<file path="config.mk">
export PLATFORM = sky130hd
export DESIGN_NAME = tt_cpu_host_loader
export DESIGN_NICKNAME = d
export VERILOG_FILES = /design/src/rtl/tt_cpu_host_loader.sv
export SDC_FILE = /design/constraint.sdc
export NUM_CORES = 1
export LEC_CHECK = 0
export ABC_AREA = 1
export BUFFER_PORTS_ARGS = -buffer_cell sky130_fd_sc_hd__buf_2
export CORE_ASPECT_RATIO = 1.1
export CORE_MARGIN = 10
export CORE_UTILIZATION = 58
export CTS_BUF_LIST = sky130_fd_sc_hd__clkbuf_8
export CTS_CLUSTER_DIAMETER = 40
export DETAILED_ROUTE_END_ITERATION = 8
export PLACE_DENSITY_LB_ADDON = 0.1
export SLEW_MARGIN = 20
export SYNTH_ARGS = -nofsm -noshare
export SYNTH_HDL_FRONTEND = slang
export SYNTH_SLANG_ARGS = --single-unit
</file>
<file path="constraint.sdc">
create_clock -name clk -period 3.8 [get_ports clk]
set_clock_uncertainty 0.1 [all_clocks]
set_input_delay 1.14 -clock clk [delete_from_list [all_inputs] [get_ports clk]]
set_output_delay 1.14 -clock clk [all_outputs]
set_load 0.005 [all_outputs]
</file>
<file path="src/rtl/tt_cpu_host_loader.sv">
// Host-side driver for the nibble-serial CPU bus: queues commands, replays each one with a
// self-generated slow target clock, and returns the target output captured after RUNPROG.
//
// state     | meaning
// RESET_TGT | tgt_rst high while RST_PERIODS target-clock periods are generated
// IDLE      | waiting for a command; stalls while an unconsumed result is pending
// LOW       | new bus value visible, tgt_clk low for HALF cycles
// HIGH      | tgt_clk high for HALF cycles; RUNPROG captures tgt_out on the last one
module tt_cpu_host_loader #(
   parameter int DEPTH       = 4,
   parameter int HALF        = 2,
   parameter int RST_PERIODS = 2
) (
   input  logic       clk,
   input  logic       rst,
   input  logic       cmd_valid,
   output logic       cmd_ready,
   input  logic [1:0] cmd_op,
   input  logic [3:0] cmd_data,
   output logic       tgt_clk,
   output logic       tgt_rst,
   output logic [1:0] tgt_instr,
   output logic [3:0] tgt_data,
   input  logic [7:0] tgt_out,
   output logic       res_valid,
   input  logic       res_ready,
   output logic [7:0] res_data,
   output logic       busy
);

   localparam int AW = (DEPTH > 1) ? $clog2(DEPTH) : 1;
   localparam int PW = (HALF > 1) ? $clog2(HALF) : 1;
   localparam int RW = (RST_PERIODS > 1) ? $clog2(RST_PERIODS) : 1;
   localparam logic [PW-1:0] PH_LAST  = PW'(HALF - 1);
   localparam logic [RW-1:0] PER_LAST = RW'(RST_PERIODS - 1);
   localparam logic [AW:0]   FULL_CNT = (AW + 1)'(DEPTH);
   localparam logic [1:0]    OP_RUNPROG = 2'd3;

   typedef enum logic [1:0] {S_RESET_TGT, S_IDLE, S_LOW, S_HIGH} state_t;

   state_t        state_q, state_d;
   logic [PW-1:0] phase_q, phase_d;
   logic [RW-1:0] period_q, period_d;
   logic          tgt_clk_q, tgt_clk_d;
   logic          tgt_rst_q, tgt_rst_d;
   logic [1:0]    tgt_instr_q, tgt_instr_d;
   logic [3:0]    tgt_data_q, tgt_data_d;
   logic          res_valid_q, res_valid_d;
   logic [7:0]    res_data_q, res_data_d;
   logic          busy_q, busy_d;

   logic [5:0]    mem_q [DEPTH];
   logic [AW-1:0] wr_ptr_q, rd_ptr_q;
   logic [AW:0]   count_q, count_d;
   logic          full, push, pop, pending;
   logic [5:0]    head;

   assign full      = (count_q == FULL_CNT);
   assign push      = cmd_valid && !full;
   assign head      = mem_q[rd_ptr_q];
   assign pending   = res_valid_q && !res_ready;

   assign cmd_ready = !full;
   assign tgt_clk   = tgt_clk_q;
   assign tgt_rst   = tgt_rst_q;
   assign tgt_instr = tgt_instr_q;
   assign tgt_data  = tgt_data_q;
   assign res_valid = res_valid_q;
   assign res_data  = res_data_q;
   assign busy      = busy_q;

   always_comb begin
      state_d     = state_q;
      phase_d     = phase_q;
      period_d    = period_q;
      tgt_clk_d   = tgt_clk_q;
      tgt_rst_d   = tgt_rst_q;
      tgt_instr_d = tgt_instr_q;
      tgt_data_d  = tgt_data_q;
      res_valid_d = pending;
      res_data_d  = res_data_q;
      pop         = 1'b0;
      case (state_q)
         S_RESET_TGT: begin
            if (phase_q == PH_LAST) begin
               phase_d = '0;
               if (!tgt_clk_q) begin
                  tgt_clk_d = 1'b1;
               end else if (period_q == PER_LAST) begin
                  tgt_clk_d = 1'b0;
                  tgt_rst_d = 1'b0;
                  state_d   = S_IDLE;
               end else begin
                  tgt_clk_d = 1'b0;
                  period_d  = period_q + RW'(1);
               end
            end else begin
               phase_d = phase_q + PW'(1);
            end
         end
         S_IDLE: begin
            if (count_q != '0 && !pending) begin
               pop         = 1'b1;
               tgt_instr_d = head[5:4];
               tgt_data_d  = head[3:0];
               phase_d     = '0;
               state_d     = S_LOW;
            end
         end
         S_LOW: begin
            if (phase_q == PH_LAST) begin
               phase_d   = '0;
               tgt_clk_d = 1'b1;
               state_d   = S_HIGH;
            end else begin
               phase_d = phase_q + PW'(1);
            end
         end
         default: begin
            if (phase_q == PH_LAST) begin
               phase_d   = '0;
               tgt_clk_d = 1'b0;
               state_d   = S_IDLE;
               // IDLE never pops while a result is pending, so this cannot overwrite one
               if (tgt_instr_q == OP_RUNPROG) begin
                  res_valid_d = 1'b1;
                  res_data_d  = tgt_out;
               end
            end else begin
               phase_d = phase_q + PW'(1);
            end
         end
      endcase
      count_d = count_q + (AW + 1)'(push) - (AW + 1)'(pop);
      busy_d  = (state_d != S_IDLE) || (count_d != '0) || res_valid_d;
   end

   always_ff @(posedge clk) begin
      if (push) mem_q[wr_ptr_q] <= {cmd_op, cmd_data};
   end

   always_ff @(posedge clk) begin
      if (rst) begin
         state_q     <= S_RESET_TGT;
         phase_q     <= '0;
         period_q    <= '0;
         tgt_clk_q   <= 1'b0;
         tgt_rst_q   <= 1'b1;
         tgt_instr_q <= '0;
         tgt_data_q  <= '0;
         res_valid_q <= 1'b0;
         res_data_q  <= '0;
         busy_q      <= 1'b1;
         wr_ptr_q    <= '0;
         rd_ptr_q    <= '0;
         count_q     <= '0;
      end else begin
         state_q     <= state_d;
         phase_q     <= phase_d;
         period_q    <= period_d;
         tgt_clk_q   <= tgt_clk_d;
         tgt_rst_q   <= tgt_rst_d;
         tgt_instr_q <= tgt_instr_d;
         tgt_data_q  <= tgt_data_d;
         res_valid_q <= res_valid_d;
         res_data_q  <= res_data_d;
         busy_q      <= busy_d;
         count_q     <= count_d;
         if (push) wr_ptr_q <= wr_ptr_q + AW'(1);
         if (pop)  rd_ptr_q <= rd_ptr_q + AW'(1);
      end
   end

endmodule

</file>
Word level (Yosys, flattened, before mapping)
Memory sizes are Yosys's and may differ from the RTL's. A register that Yosys moved wholly into a read port is not among the register bits.
Index checks and enable logic that the tools add are counted.
Word-level totals
  bits of input ports: 18
  word-level logic and storage cells: 66
  bits in writable memories: 24
  output and inout port bits: 19
  memories: 1
  bits in registers: 23
Cells by class
  equal/unequal tests: 6
  $add $sub $neg: 6
  reduce and logical (&&, ||, !) cells: 17
  bitwise gates (word level): 2
  muxes and demuxes: 23
Memories
  mem_q: depth 4, bits a word 6, read ports 1, clocked after Yosys merged registers in 1, wr ports 1, line 52  | logic [5:0] mem_q [DEPTH];
Operators with widths (number)
  2-to-1 mux 1 bit: 15
  2-to-1 mux 2 bit: 6
  one-hot mux 2 bit (3 select lines): 1
  AND reduction 3 bit: 2
  nonzero test 3 bit: 2
  adder 2 x 1 -> 2 bit (second input constant): 2
  == test 2 bit (second input constant): 2
  AND reduction 2 bit: 2
  AND reduction 4 bit: 1
  adder 3 x 1 -> 3 bit: 1
  == test 3 bit (second input constant): 1
  logical AND 1 bit: 3
  zero test 1 bit: 3
  one-hot mux 1 bit (3 select lines): 1
  OR reduction 3 bit: 1
  subtractor 3 x 1 -> 3 bit: 1
  adder 1 bit (second input constant): 2
  == test 2 x 1 -> 1 bit (second input constant): 1
  zero test 2 bit: 1
  logical OR 1 bit: 2
  != test 2 x 1 -> 1 bit (second input constant): 1
  != test 2 bit (second input constant): 1
  NOT 1 bit: 2

Depth between registers and ports, before layout
  depth in word-level cells: 10
  depth in mapped cells: 16
  mapped depth without buffers: 15

Worst setup path before layout
OpenSTA, ideal clock, no wires.
  kind: input to register
  start point: input port res_ready
  end point: register busy_q, in the netlist busy
  data required time: 3.579 ns
  path buffers: 1
  stages: 15
  arrival: 2.904 ns
  setup time: 0.121 ns
  setup slack: 0.675 ns
  cell sequence: inv_1 -> nand2_1 -> nand3_4 -> buf_6 -> inv_1 -> ha_1 -> inv_1 -> ha_1 -> fa_1 -> inv_1 -> nand2_1 -> nor2_1 -> nand3_1 -> nor2_1 -> nand3_1
Between the ends
  cells in the longest elaborated chain, start to end: 10
  elaborated cells between the ends (all ways): 16
  those cells by class: add/sub: 1; eq/ne: 1; mux: 7; reduce/logical: 7
Ends and longest elaborated chain
  start, declared: line 26  | input logic res_ready,
  zero test 1 bit: line 61  | assign pending = res_valid_q && !res_ready;
  logical AND 1 bit: line 61
  zero test 1 bit: line 102  | if (count_q != '0 && !pending) begin
  logical AND 1 bit: line 102
  2-to-1 mux 1 bit: line 102
  2-to-1 mux 1 bit: line 83  | case (state_q)
  net pop: line 55  | logic full, push, pop, pending;
  subtractor 3 x 1 -> 3 bit: line 134  | count_d = count_q + (AW + 1)'(push) - (AW + 1)'(pop);
  net count_d[1]: line 54  | logic [AW:0] count_q, count_d;
  nonzero test 3 bit: line 135  | busy_d = (state_d != S_IDLE) || (count_d != '0) || res_valid_d;
  logical OR 1 bit (2 in a row): line 135
  end signal, assigned: line 167  | busy_q <= busy_d;
  end, declared: line 50  | logic busy_q, busy_d;
The timed path passes the listed nets, and every way through them passes these cells.
A chain may end at the register's enable or synchronous reset.

Worst setup path after layout
Same ends and word-level chain as after synthesis.

==> impl.org <==
** Status
- The run finished with clean final reports.

** Setup path
- Kind of start point of the critical path :: input port
- Arrival time worst endpoint :: 3150 ps
- For the worst setup path, the data required time is 3900 ps.
- Along the worst path, the maximum fanout reaches 15.
- Worst Setup End Kind :: flop
- Kind of critical path :: input port to flop

** Final layout
- The number of antenna diodes in the final layout is 0.
- Cells with a size suffix above 1 make up 17.6% of the layout.
- Post-route cell area :: 2530 µm²
- Relative to the synthesized area, the layout overhead comes to 12.7%.
- Area occupied by multi-input gates :: 767 µm²
- In the final design database the tool counted 319 nets.
- Leading cell type in the layout, fill and taps excluded :: sky130_fd_sc_hd__nand2_1
- Fillcell total :: 327
- Sequential standard cell area :: 1300 µm²
- Commonest cells after routing, fill and taps aside :: sky130_fd_sc_hd__nand2_1, sky130_fd_sc_hd__nor2_1, sky130_fd_sc_hd__buf_2

** STA
- Worst-case headroom to the max-slew limit :: 57.9%
- Share of the clock period used by the worst path :: 80.4%
- The routed design could run at a clock period as short as 3060 ps.
- Worst hold slack :: 349 ps
- Worst-margin pin slew :: 630 ps
- Summed over all failing endpoints, the final setup total negative slack is 0 ps.
- Derived from the worst setup path, the maximum achievable clock frequency is 0.327 GHz.
- The worst path meets setup with 744 ps of slack.
- The final hold violation count came to 0.
- Final slew viol count :: 0
- Setup repair after global routing left no endpoint under its margin.
- Final setup viols :: 0

** GRT
- Across every metal layer, demand over resource in global routing totals 12.5%.
- Met1 global-route usage :: 14.1%
- Maximum number of pins on one net before global-route repair :: 21
- Vias in the first global route :: 1490
- The global routing stage identified its most utilized layer as met2.
- Met2 layer usage reported by global route :: 20.9%
- The number of antenna violations at the first check in global routing is 0.
- Global routing finished with a remaining overflow of 0.
- The first global-routing pass estimated 6760 µm of wire.
- Met3 capacity usage during global routing :: 4.75%

** Clocking
- Cts bufs inserted :: 5
- Clock slew at reported path FFs :: 100 ps
- The clock reaches the later pin of the worst-skew pair after 310 ps.
- H-Tree Depth :: 2
- In this run the clock root is driven by a sky130_fd_sc_hd__clkbuf_8.
- Clock buffer depth :: 2
- Number of sinks handled by clock tree synthesis :: 53
- TritonCTS built the clock tree.
- Setup fix buffers added after clock tree synthesis :: 0
- In this run, post-CTS repair resized a total of 0 instances.
- Cts hold-fix bufs :: 0

** Floorplan
- During I/O placement, the number of pins put on the boundary was 37.
- Placeable core area :: 3680 µm²
- Once the floorplan was initialized, standard cells occupied 60.9% of the core.
- The floorplan step set the die height to 85.2 µm.
- The floorplan has 23 rows.
- The die covers 6760 µm².
- Chip Width :: 79.3 µm

** Logic synthesis
- Synth Net Count :: 284
- Most frequently used flop master after synthesis :: sky130_fd_sc_hd__dfxtp_1
- Fraction of registers with async set or reset after synthesis :: 0%
- The average instance in the mapped netlist occupies 8.67 µm².
- EDFF count, synth :: 24
- In this run, distinct cell masters in the synthesized netlist total 22.
- Summing the sequential cell areas from Yosys gives 58.0% of the chip area.
- Yosys printed 0 warnings.
- #FFs+latches synth :: 53
- In the synthesized netlist, the number of instances is 259.
- Synthesized area :: 2240 µm²

** Placed design
- Dpl hpwl :: 2960 µm
- Buffers placed on the I/O ports in this run total 36.
- Placer Congestion :: 0.792
- Before CTS, the worst setup slack after placement is 430 ps.
- After detailed placement, the total cell area comes to 2440 µm².

** Hold path
- The worst hold path belongs to the class flop to flop.

** Pwr
- Leakage dissipation :: 1.15 nW
- Power spread over the standard cell area amounts to 425 nW/µm².
- The worst-case IR drop observed on VDD is 0.317 mV.

** Routing
- The detailed router finished its first iteration with 68 violations.
- The first detailed-routing pass took 4 iterations.
- Total wire length :: 4140 µm
- Count of vias placed by the detailed router :: 1636
- Average routed wire per standard cell :: 12.0 µm
- Remaining number of nets flagged by the antenna check after routing :: 0
- Detailed-route DRC error count :: 0
- Number of vias per cell after detailed routing :: 4.74

** Job
- Number of violations of the max-capacitance limit :: 0
## final timing paths
kind                          from              endpoint  slack, ps  cells past startpoint
min           tgt_rst$_SDFFE_PP1P_  tgt_rst$_SDFFE_PP1P_        350                      2
max                      res_ready       busy$_SDFF_PP1_        740                     15
min reg2reg   tgt_rst$_SDFFE_PP1P_  tgt_rst$_SDFFE_PP1P_        350                      2
max reg2reg  count_q[1]$_SDFF_PP0_       busy$_SDFF_PP1_       1290                     14
## area by class of cell
cell class	instances	share of cell area [%]
Clock buffer	5	2.72
Tap cell	50	2.47
Multi-Input combinational cell	164	30.3
Inverter	34	5.05
Sequential cell	53	51.5
Clock inverter	3	0.841
Timing Repair Buffer	36	7.13
## synthesized netlist by cell type, types with 3 or more instances
cell | n | area [µm²]
sky130_fd_sc_hd__nand2_1 | 59 | 221
sky130_fd_sc_hd__nor2_1 | 53 | 199
sky130_fd_sc_hd__inv_1 | 31 | 116
sky130_fd_sc_hd__dfxtp_1 | 29 | 581
sky130_fd_sc_hd__edfxtp_1 | 24 | 721
sky130_fd_sc_hd__o21ai_0 | 22 | 110
sky130_fd_sc_hd__nand3_1 | 7 | 35.0
sky130_fd_sc_hd__a21oi_1 | 6 | 30.0
sky130_fd_sc_hd__ha_1 | 6 | 75.1
sky130_fd_sc_hd__buf_2 | 3 | 15.0
sky130_fd_sc_hd__inv_2 | 3 | 11.3
sky130_fd_sc_hd__nand2_2 | 3 | 18.8
## kinds of logic after synthesis
| family | after synthesis | share of synthesized area, % |
|---|---|---|
| AOI/OAI and AO/OA | 30 | 6.69 |
| adders and majority gates | 7 | 4.24 |
| buffers and inverters | 42 | 7.86 |
| DFF | 53 | 58.0 |
| and+or+nand+nor | 127 | 23.2 |
## per-layer routing
metal	part of all wire (%)	wire length, µm
met5	0	0
met4	1.1	47
met1	46	1930
met2	47	1960
met3	5.2	214
## critical path, cell delays in order
cell and delay [ps]:
sky130_fd_sc_hd__buf_2 90, sky130_fd_sc_hd__inv_1 40, sky130_fd_sc_hd__nand2_1 150, sky130_fd_sc_hd__nand3_4 230
sky130_fd_sc_hd__inv_1 90, sky130_fd_sc_hd__ha_1 270, sky130_fd_sc_hd__inv_1 30, sky130_fd_sc_hd__ha_1 190
sky130_fd_sc_hd__fa_1 440, sky130_fd_sc_hd__inv_1 80, sky130_fd_sc_hd__nand2_1 50, sky130_fd_sc_hd__nor2_1 80
sky130_fd_sc_hd__nand3_1 80, sky130_fd_sc_hd__nor2_1 110, sky130_fd_sc_hd__nand3_1 70
## flip-flops by register name, indices dropped and copies added, names as in the netlist, 2 cells and up
name / cells
mem_q: 24
count_q: 3
tgt_instr: 2
tgt_data: 4
rd_ptr_q: 2
res_data: 8
wr_ptr_q: 2
state_q: 2
## stage by stage
step	std cells	utilization (%)	power [mW]
2_1_floorplan	259	-	0.739
6_report	345	68.6	1.07
3_5_place_dp	337	66.2	0.774
5_1_grt	345	68.6	1.12
3_3_place_gp	337	66.2	0.771
4_1_cts	345	68.6	1.08
## power breakdown
group          switching (mW)  leakage [nW]  internal, mW
Clock                   0.183        0.0445         0.131
Sequential             0.0128         0.455         0.629
Combinational          0.0773         0.648        0.0419
(Power assumes the default switching activity.)
